==> config.mk <==
export PLATFORM = sky130hd
export DESIGN_NAME = gmux8way16_rr
export DESIGN_NICKNAME = d
export VERILOG_FILES = /design/src/rtl/gmux_pkg.sv /design/src/rtl/rr_arbiter8.sv /design/src/rtl/gmux8way16_rr.sv
export SDC_FILE = /design/constraint.sdc
export NUM_CORES = 1
export LEC_CHECK = 0
export ABC_AREA = 1
export BUFFER_PORTS_ARGS = -buffer_cell sky130_fd_sc_hd__buf_2
export CAP_MARGIN = 20
export CORE_MARGIN = 3
export CORE_UTILIZATION = 47
export DETAILED_ROUTE_END_ITERATION = 7
export PLACE_DENSITY = 0.82
export SLEW_MARGIN = 20
export SYNTH_ARGS = -nofsm -noshare
export SYNTH_HDL_FRONTEND = slang
export SYNTH_SLANG_ARGS = --single-unit
==> constraint.sdc <==
create_clock -name clk -period 5.8 [get_ports clk]
set_input_delay 1.16 -clock clk [delete_from_list [all_inputs] [get_ports clk]]
set_output_delay 1.16 -clock clk [all_outputs]
set_load 0.03 [all_outputs]
==> src/rtl/gmux_pkg.sv <==
// Shared types and sizes for the 8-way 16-bit round-robin gather mux.
//   WIDTH - data width per channel and on the output
//   NCH   - number of source channels
//   SEL_W - width of a channel index
package gmux_pkg;
  localparam int unsigned WIDTH = 16;
  localparam int unsigned NCH   = 8;
  localparam int unsigned SEL_W = 3;

  typedef logic [WIDTH-1:0] word_t;
  typedef logic [SEL_W-1:0] sel_t;
endpackage

==> src/rtl/rr_arbiter8.sv <==
// Round-robin arbiter over eight requesters.
//   clk, rst_n - clock, asynchronous active-low reset
//   req        - request vector, bit i = requester i
//   advance    - grant was taken this cycle; move priority past it
//   grant_idx  - index of the first requester at or after the priority pointer
//   grant_vld  - at least one request present
module rr_arbiter8
  import gmux_pkg::*;
(
  input  logic       clk,
  input  logic       rst_n,
  input  logic [7:0] req,
  input  logic       advance,
  output logic [2:0] grant_idx,
  output logic       grant_vld
);

  sel_t ptr_q, ptr_d;

  // Scan from ptr upward; the 3-bit add wraps 7 -> 0.
  always_comb begin
    grant_idx = '0;
    grant_vld = 1'b0;
    for (int unsigned i = 0; i < NCH; i++) begin
      if (!grant_vld && req[ptr_q + sel_t'(i)]) begin
        grant_vld = 1'b1;
        grant_idx = ptr_q + sel_t'(i);
      end
    end
  end

  // Priority only rotates on an accepted grant; idle cycles leave it alone.
  always_comb begin
    ptr_d = ptr_q;
    if (advance && grant_vld) ptr_d = grant_idx + sel_t'(1);
  end

  always_ff @(posedge clk or negedge rst_n) begin
    if (!rst_n) ptr_q <= '0;
    else        ptr_q <= ptr_d;
  end

endmodule

==> src/rtl/gmux8way16_rr.sv <==
// Gathers eight 16-bit channels into one registered output stream with
// round-robin arbitration. The output word carries its source index.
//   clk, rst_n  - clock, asynchronous active-low reset
//   in_valid    - per-channel data present
//   d0..d7      - per-channel data, stable until accepted
//   in_ready    - one-hot accept strobe for the granted channel (or zero)
//   out_valid   - output register holds a word
//   out_data    - held word
//   out_sel     - channel that supplied out_data
//   out_ready   - consumer takes out_data this cycle
//   xfer_count  - words delivered downstream, wraps at 16 bits
module gmux8way16_rr
  import gmux_pkg::*;
(
  input  logic        clk,
  input  logic        rst_n,
  input  logic [7:0]  in_valid,
  input  logic [15:0] d0,
  input  logic [15:0] d1,
  input  logic [15:0] d2,
  input  logic [15:0] d3,
  input  logic [15:0] d4,
  input  logic [15:0] d5,
  input  logic [15:0] d6,
  input  logic [15:0] d7,
  output logic [7:0]  in_ready,
  output logic        out_valid,
  output logic [15:0] out_data,
  output logic [2:0]  out_sel,
  input  logic        out_ready,
  output logic [15:0] xfer_count
);

  logic        out_valid_q, out_valid_d;
  word_t       out_data_q,  out_data_d;
  sel_t        out_sel_q,   out_sel_d;
  logic [15:0] xfer_count_q, xfer_count_d;

  sel_t  grant_idx;
  logic  grant_vld;
  logic  space;
  logic  accept;
  logic  drain;
  word_t d_grant;

  rr_arbiter8 u_arb (
    .clk       (clk),
    .rst_n     (rst_n),
    .req       (in_valid),
    .advance   (accept),
    .grant_idx (grant_idx),
    .grant_vld (grant_vld)
  );

  // rst_n gating keeps in_ready low while reset is held, even though the
  // cleared output register would otherwise report space.
  assign space  = !out_valid_q || out_ready;
  assign accept = grant_vld && space && rst_n;
  assign drain  = out_valid_q && out_ready;

  always_comb begin
    in_ready = '0;
    if (accept) in_ready[grant_idx] = 1'b1;
  end

  always_comb begin
    d_grant = '0;
    case (grant_idx)
      3'd0: d_grant = d0;
      3'd1: d_grant = d1;
      3'd2: d_grant = d2;
      3'd3: d_grant = d3;
      3'd4: d_grant = d4;
      3'd5: d_grant = d5;
      3'd6: d_grant = d6;
      3'd7: d_grant = d7;
      default: d_grant = '0;
    endcase
  end

  always_comb begin
    out_valid_d  = out_valid_q;
    out_data_d   = out_data_q;
    out_sel_d    = out_sel_q;
    xfer_count_d = xfer_count_q;
    if (drain) begin
      out_valid_d  = 1'b0;
      xfer_count_d = xfer_count_q + 16'd1;
    end
    // A load in the same cycle as a drain replaces the outgoing word.
    if (accept) begin
      out_valid_d = 1'b1;
      out_data_d  = d_grant;
      out_sel_d   = grant_idx;
    end
  end

  always_ff @(posedge clk or negedge rst_n) begin
    if (!rst_n) begin
      out_valid_q  <= 1'b0;
      out_data_q   <= '0;
      out_sel_q    <= '0;
      xfer_count_q <= '0;
    end else begin
      out_valid_q  <= out_valid_d;
      out_data_q   <= out_data_d;
      out_sel_q    <= out_sel_d;
      xfer_count_q <= xfer_count_d;
    end
  end

  assign out_valid  = out_valid_q;
  assign out_data   = out_data_q;
  assign out_sel    = out_sel_q;
  assign xfer_count = xfer_count_q;

endmodule
==> results of run 1 <==
## flip-flops by register name, summed over array words and instances, names as in the netlist
name,count
out_data,16
xfer_count,16
out_sel,3
u_arb.ptr_q,3
out_valid,1
## worst paths after layout
| path | from | endpoint | slack [ps] | cells past startpoint |
|---|---|---|---|---|
| max | u_arb.ptr_q[1]$_DFFE_PN0P_ | in_ready[4] | 440 | 16 |
| min | xfer_count[15]$_DFFE_PN0P_ | xfer_count[15]$_DFFE_PN0P_ | 480 | 1 |
| max reg2reg | u_arb.ptr_q[1]$_DFFE_PN0P_ | out_data[9]$_DFFE_PN0P_ | 1020 | 19 |
| min reg2reg | xfer_count[15]$_DFFE_PN0P_ | xfer_count[15]$_DFFE_PN0P_ | 480 | 1 |
| max in group asynchronous | rst_n | u_arb.ptr_q[0]$_DFFE_PN0P_ | 4450 | 2 |
| min in group asynchronous | rst_n | out_data[13]$_DFFE_PN0P_ | 970 | 2 |
## metal layers
layer	vias to the layer above	track usage	share of wire
met3	17	0.0398	0.091
met4	0	0.0829	0.016
met1	2015	0.368	0.42
met5	-	0	0
met2	243	0.441	0.48
li1	2244	-	-
## timing repair
action	in CTS	in global routing
setup endpoints to repair	0	3
resized for setup	0	1
buffers inserted	0	0
## per-stage QoR
step                utilization  cells  hold slack [ps]  setup WS [ps]  instance area [sq um]
finish                    0.638    857              481            441                   4750
global route              0.638    857              506            111                   4750
CTS                       0.638    857              488            383                   4750
detailed placement        0.622    849              466            712                   4630
global placement          0.622    849              461            822                   4630
floorplan                     -    597              649           1340                   3720
## final cells by class
type                       count  area (sq um)  area share
clock inverter                 3          46.3     0.00974
multi-input combinational    440          2270       0.478
sequential                    39           977       0.206
inverter                      85           324      0.0682
tap                           99           124      0.0261
clock buffer                   5          68.8      0.0145
timing repair buffer         186           941       0.198
## worst max-delay path: stages, from the launching register on
cell and delay [ps]:
sky130_fd_sc_hd__dfrtp_1 600, sky130_fd_sc_hd__inv_2 160, sky130_fd_sc_hd__ha_1 430, sky130_fd_sc_hd__inv_2 140
sky130_fd_sc_hd__nand3_1 130, sky130_fd_sc_hd__nand3_2 130, sky130_fd_sc_hd__nand2_2 80, sky130_fd_sc_hd__nor2_4 150
sky130_fd_sc_hd__nand4_4 130, sky130_fd_sc_hd__nor2_4 200, sky130_fd_sc_hd__nand3_2 140, sky130_fd_sc_hd__nand3_2 410
sky130_fd_sc_hd__nand2_4 330, sky130_fd_sc_hd__clkinv_4 250, sky130_fd_sc_hd__nand3_4 200, sky130_fd_sc_hd__nor2_1 190
sky130_fd_sc_hd__buf_2 220
## kinds of logic (layout without fill, tap and decap cells)
logic type / Yosys count / in the layout / share of synthesized area
buffers and inverters: 118 / 279 / 0.130
DFF: 39 / 39 / 0.262
and+or+nand+nor: 393 / 393 / 0.502
adders and majority gates: 7 / 7 / 0.0235
AOI/OAI and AO/OA: 21 / 21 / 0.0380
xor gates and xnor gates: 19 / 19 / 0.0447
## layout by cell type (no fill, tap or decap), types with 7 or more instances in the layout
master,count
sky130_fd_sc_hd__a22o_1,8
sky130_fd_sc_hd__buf_2,182
sky130_fd_sc_hd__dfrtp_1,38
sky130_fd_sc_hd__inv_1,80
sky130_fd_sc_hd__nand2_1,121
sky130_fd_sc_hd__nand3_1,96
sky130_fd_sc_hd__nand4_1,41
sky130_fd_sc_hd__nor2_1,89
sky130_fd_sc_hd__nor3_1,11
sky130_fd_sc_hd__o21ai_0,7
sky130_fd_sc_hd__or2_2,11
sky130_fd_sc_hd__xnor2_1,8
sky130_fd_sc_hd__xor2_1,11
==> impl_metrics.env, run 1 <==
export IMPL_drt_initial_drc_count=237
export IMPL_insertion_delay_ps=310
export IMPL_final_max_slew_viol_count=0
export IMPL_signed_area_change_from_the_synthesized_netlist_to_the_final_layout_pct=27.7
export IMPL_synth_top_cells_by_area="sky130_fd_sc_hd__dfrtp_1 26%, sky130_fd_sc_hd__nand3_1 13%, sky130_fd_sc_hd__nand2_1 12%, sky130_fd_sc_hd__nor2_1 9.0%, sky130_fd_sc_hd__inv_1 8.1%"
export IMPL_design_die_area_sq_mm=0.00902
export IMPL_post_detail_place_hpwl_mm=9.96
export IMPL_asyncSetResetFlopFracSynth=1.00
export IMPL_row_count=31
export IMPL_drt_total_wl_mm=12.5
export IMPL_via_count=4519
export IMPL_crit_path_end_kind="output port"
export IMPL_worstSetupStartpointType="flop"
export IMPL_synthTopCellsByCount="121 x sky130_fd_sc_hd__nand2_1, 96 x sky130_fd_sc_hd__nand3_1, 89 x sky130_fd_sc_hd__nor2_1"
export IMPL_period_needed_ps=5360
export IMPL_global_route_usage_total=0.270
export IMPL_synth_enable_flop_cells=0
export IMPL_post_synthesis_instance_area_sq_mm=0.00372
export IMPL_ant_nets=0
export IMPL_cts_buffers=5
export IMPL_synth_avg_cell_area_sq_um=6.24
export IMPL_sequential_fraction_of_the_synthesis_area=0.262
export IMPL_globalplace_congestion=0.939
export IMPL_initial_utilization=0.500
export IMPL_cts_tree="done"
export IMPL_post_drt_wl_per_cell_um=14.6
export IMPL_synth_seq_cells=39
export IMPL_run_status="complete, no violations"
export IMPL_critical_path_arrival_ps=4200
export IMPL_detail_route_first_pass_iterations=5
export IMPL_n_fill_cell=729
export IMPL_yosysWarnings=0
export IMPL_grt_ovfl_total=0
export IMPL_report_final_setup_viol=0
export IMPL_cts_htree_levels=2
export IMPL_floorplan_die_width_um=95.0
export IMPL_setup_tns_ps=0
export IMPL_synth_cell_types=34
export IMPL_vias_per_instance=5.27
export IMPL_critical_path_max_fanout=32
export IMPL_synthMostInstantiatedCell="sky130_fd_sc_hd__nand2_1"
export IMPL_grt_setup_unrepaired="false"
export IMPL_grt_start_max_net_pins=40
export IMPL_core_area_sq_mm=0.00745
export IMPL_tritoncts_num_sinks=39
export IMPL_maxCapViolations=0
export IMPL_top_reg_cell_synth="sky130_fd_sc_hd__dfrtp_1"
export IMPL_postSynthNetCount=743
export IMPL_first_global_vias=4077
export IMPL_worstMarginPinSlew_ps=738
export IMPL_synth_top_cell_area_share=0.262
export IMPL_finish_net_count=903
export IMPL_root_buffer="sky130_fd_sc_hd__clkbuf_8"
export IMPL_antenna_violations_before_repair=0
export IMPL_place_port_buffers=182
export IMPL_final_hold_viol_count=0
export IMPL_post_route_cells_drive_above_1_share=0.301
export IMPL_dr_drc_count=0
export IMPL_floorplan_io_pins=183
export IMPL_netlist_top_cell_by_area="sky130_fd_sc_hd__dfrtp_1"
export IMPL_antenna_cells=0
export IMPL_required_time_worst_endpoint_ps=4640
export IMPL_hold_path_class="reg2reg"
export IMPL_clockBufferDepth=2
export IMPL_cts_hold_buffers=0
export IMPL_grt_first_pass_wirelength_mm=19.2
export IMPL_finClkSkew_ps=11.8
export IMPL_max_clock_freq_mhz=187
export IMPL_layout_worst_path_cycle_share=0.924
export IMPL_postSynthCellCount=597
export IMPL_critPathKind="reg2out"
export IMPL_clk_transition_reported_paths_ps=80
export IMPL_slew_headroom=0.508
export IMPL_die_h_um=95.0
Power of run 1 is left out: the tool's default activity adds up to more than one toggle a clock period on the data nets, which glitch-free logic cannot reach.
==> run 2: changes to the inputs <==
- CORE_UTILIZATION: 47 -> 43
- PLACE_DENSITY: 0.82 -> 0.79
- clock period: 5.8 -> 4.8 ns (I/O delays scaled with it)
==> run 2 against run 1 <==
Compared with the run above: critical path depth unchanged; critical endpoint is now in_ready[7]; cell count grew 1.8%; register-to-register slack got worse by 320 ps.
==> impl_metrics.env, run 2 (synthesized netlist as in run 1, its figures left out) <==
export IMPL_run_status="complete, no violations"
export IMPL_finish_net_count=912
export IMPL_signed_area_change_from_the_synthesized_netlist_to_the_final_layout_pct=30.3
export IMPL_design_die_area_sq_mm=0.00981
export IMPL_cts_buffers=5
export IMPL_ant_nets=0
export IMPL_post_drt_wl_per_cell_um=14.6
export IMPL_global_route_usage_total=0.252
export IMPL_max_clock_freq_mhz=223
export IMPL_required_time_worst_endpoint_ps=3840
export IMPL_cpLargestDelayFamily="simple AND/OR/NAND/NOR gates"
export IMPL_initial_utilization=0.449
export IMPL_cts_htree_levels=2
export IMPL_worstMarginPinSlew_ps=595
export IMPL_cts_tree="done"
export IMPL_floorplan_die_width_um=99.0
export IMPL_grt_ovfl_total=0
export IMPL_via_count=4550
export IMPL_period_needed_ps=4480
export IMPL_slew_headroom=0.603
export IMPL_most_common_cell_after_layout_fill_and_taps_aside="sky130_fd_sc_hd__buf_2"
export IMPL_grt_start_max_net_pins=40
export IMPL_drt_total_wl_mm=12.7
export IMPL_cts_hold_buffers=0
export IMPL_root_buffer="sky130_fd_sc_hd__clkbuf_8"
export IMPL_post_cts_repair_setup_buffers=0
export IMPL_dr_drc_count=0
export IMPL_grt_first_pass_wirelength_mm=20.1
export IMPL_critical_path_max_fanout=32
export IMPL_final_max_slew_viol_count=0
export IMPL_clk_transition_reported_paths_ps=80
export IMPL_critPathKind="reg2out"
export IMPL_vias_per_instance=5.22
export IMPL_finClkSkew_ps=7.54
export IMPL_floorplan_io_pins=183
export IMPL_worstPathBufferInverterCount=4
export IMPL_globalplace_congestion=0.919
export IMPL_detail_route_first_pass_iterations=4
export IMPL_layout_common_cells="182 x sky130_fd_sc_hd__buf_2, 121 x sky130_fd_sc_hd__nand2_1, 96 x sky130_fd_sc_hd__nand3_1, 89 x sky130_fd_sc_hd__nor2_1, 80 x sky130_fd_sc_hd__inv_1"
export IMPL_antenna_violations_before_repair=0
export IMPL_antenna_cells=0
export IMPL_hold_path_class="reg2reg"
export IMPL_critPathSlowestCell="sky130_fd_sc_hd__dfrtp_1"
export IMPL_clockBufferDepth=2
export IMPL_crit_path_cell_trace="inv_2 -> ha_2 -> inv_2 -> nand3_1 -> nand3_2 -> nand2_2 -> nor2_4 -> nand4_4 -> nor2_4 -> nand3_2 -> nand3_2 -> nand2_4 -> inv_8 -> nand2_1 -> nor3_1 -> buf_2"
export IMPL_insertion_delay_ps=290
export IMPL_place_port_buffers=182
export IMPL_grt_setup_unrepaired="false"
export IMPL_layout_worst_path_cycle_share=0.933
export IMPL_row_count=33
export IMPL_drt_initial_drc_count=237
export IMPL_timing_critical_path_slowest_cell_delay_ps=400
export IMPL_critical_path_arrival_ps=3520
export IMPL_cpMostUsedCell="sky130_fd_sc_hd__nand3_2"
export IMPL_worstSetupStartpointType="flop"
export IMPL_post_detail_place_hpwl_mm=10.2
export IMPL_final_hold_viol_count=0
export IMPL_crit_path_end_kind="output port"
export IMPL_utilization=0.585
export IMPL_report_final_setup_viol=0
export IMPL_maxCapViolations=0
export IMPL_core_area_sq_mm=0.00830
export IMPL_first_global_vias=4174
export IMPL_die_h_um=99.0
export IMPL_setup_tns_ps=0
export IMPL_post_route_cells_drive_above_1_share=0.306
export IMPL_worst_hold_slack_ps=471
export IMPL_tritoncts_num_sinks=39
## run 2: timing repair
| action | 4_1_cts | 5_1_grt |
|---|---|---|
| endpoints found under the hold margin | 0 | 0 |
| resized for setup | 0 | 3 |
| endpoints found under the setup margin | 0 | 5 |
## run 2: final timing paths
kind / cells past startpoint / slack, ps / to / start
max: 16 / 320 / in_ready[7] / u_arb.ptr_q[0]$_DFFE_PN0P_
min: 1 / 470 / xfer_count[15]$_DFFE_PN0P_ / xfer_count[15]$_DFFE_PN0P_
max reg2reg: 24 / 700 / out_data[5]$_DFFE_PN0P_ / u_arb.ptr_q[0]$_DFFE_PN0P_
min reg2reg: 1 / 470 / xfer_count[15]$_DFFE_PN0P_ / xfer_count[15]$_DFFE_PN0P_
max in group asynchronous: 2 / 3670 / u_arb.ptr_q[2]$_DFFE_PN0P_ / rst_n
min in group asynchronous: 2 / 790 / out_data[2]$_DFFE_PN0P_ / rst_n
## run 2: cell type report
class / count / area, sq um
well taps: 105 / 131
multi-input cells: 440 / 2280
inverters: 85 / 327
flip-flops and latches: 39 / 976
clock inverters: 2 / 60.1
repair buffers: 195 / 1010
fillers: 809 / 3450
clock buffers: 6 / 72.6
## run 2: routing by layer
| layer | vias to the layer above | track usage | part of all wire |
|---|---|---|---|
| li1 | 2261 | - | - |
| met1 | 2067 | 0.341 | 0.42 |
| met2 | 209 | 0.421 | 0.48 |
| met3 | 13 | 0.0460 | 0.088 |
| met4 | 0 | 0.0515 | 0.010 |
| met5 | - | 0 | 0 |
## run 2: through the flow
stage / cells / worst slack (ps) / cell area (sq um)
floorplan: 597 / 672 / 3720
global placement: 864 / 616 / 4710
detailed placement: 864 / 546 / 4710
CTS: 872 / 232 / 4840
global route: 872 / 5.02 / 4850
finish: 872 / 321 / 4850
Power of run 2 is left out for the same reason.
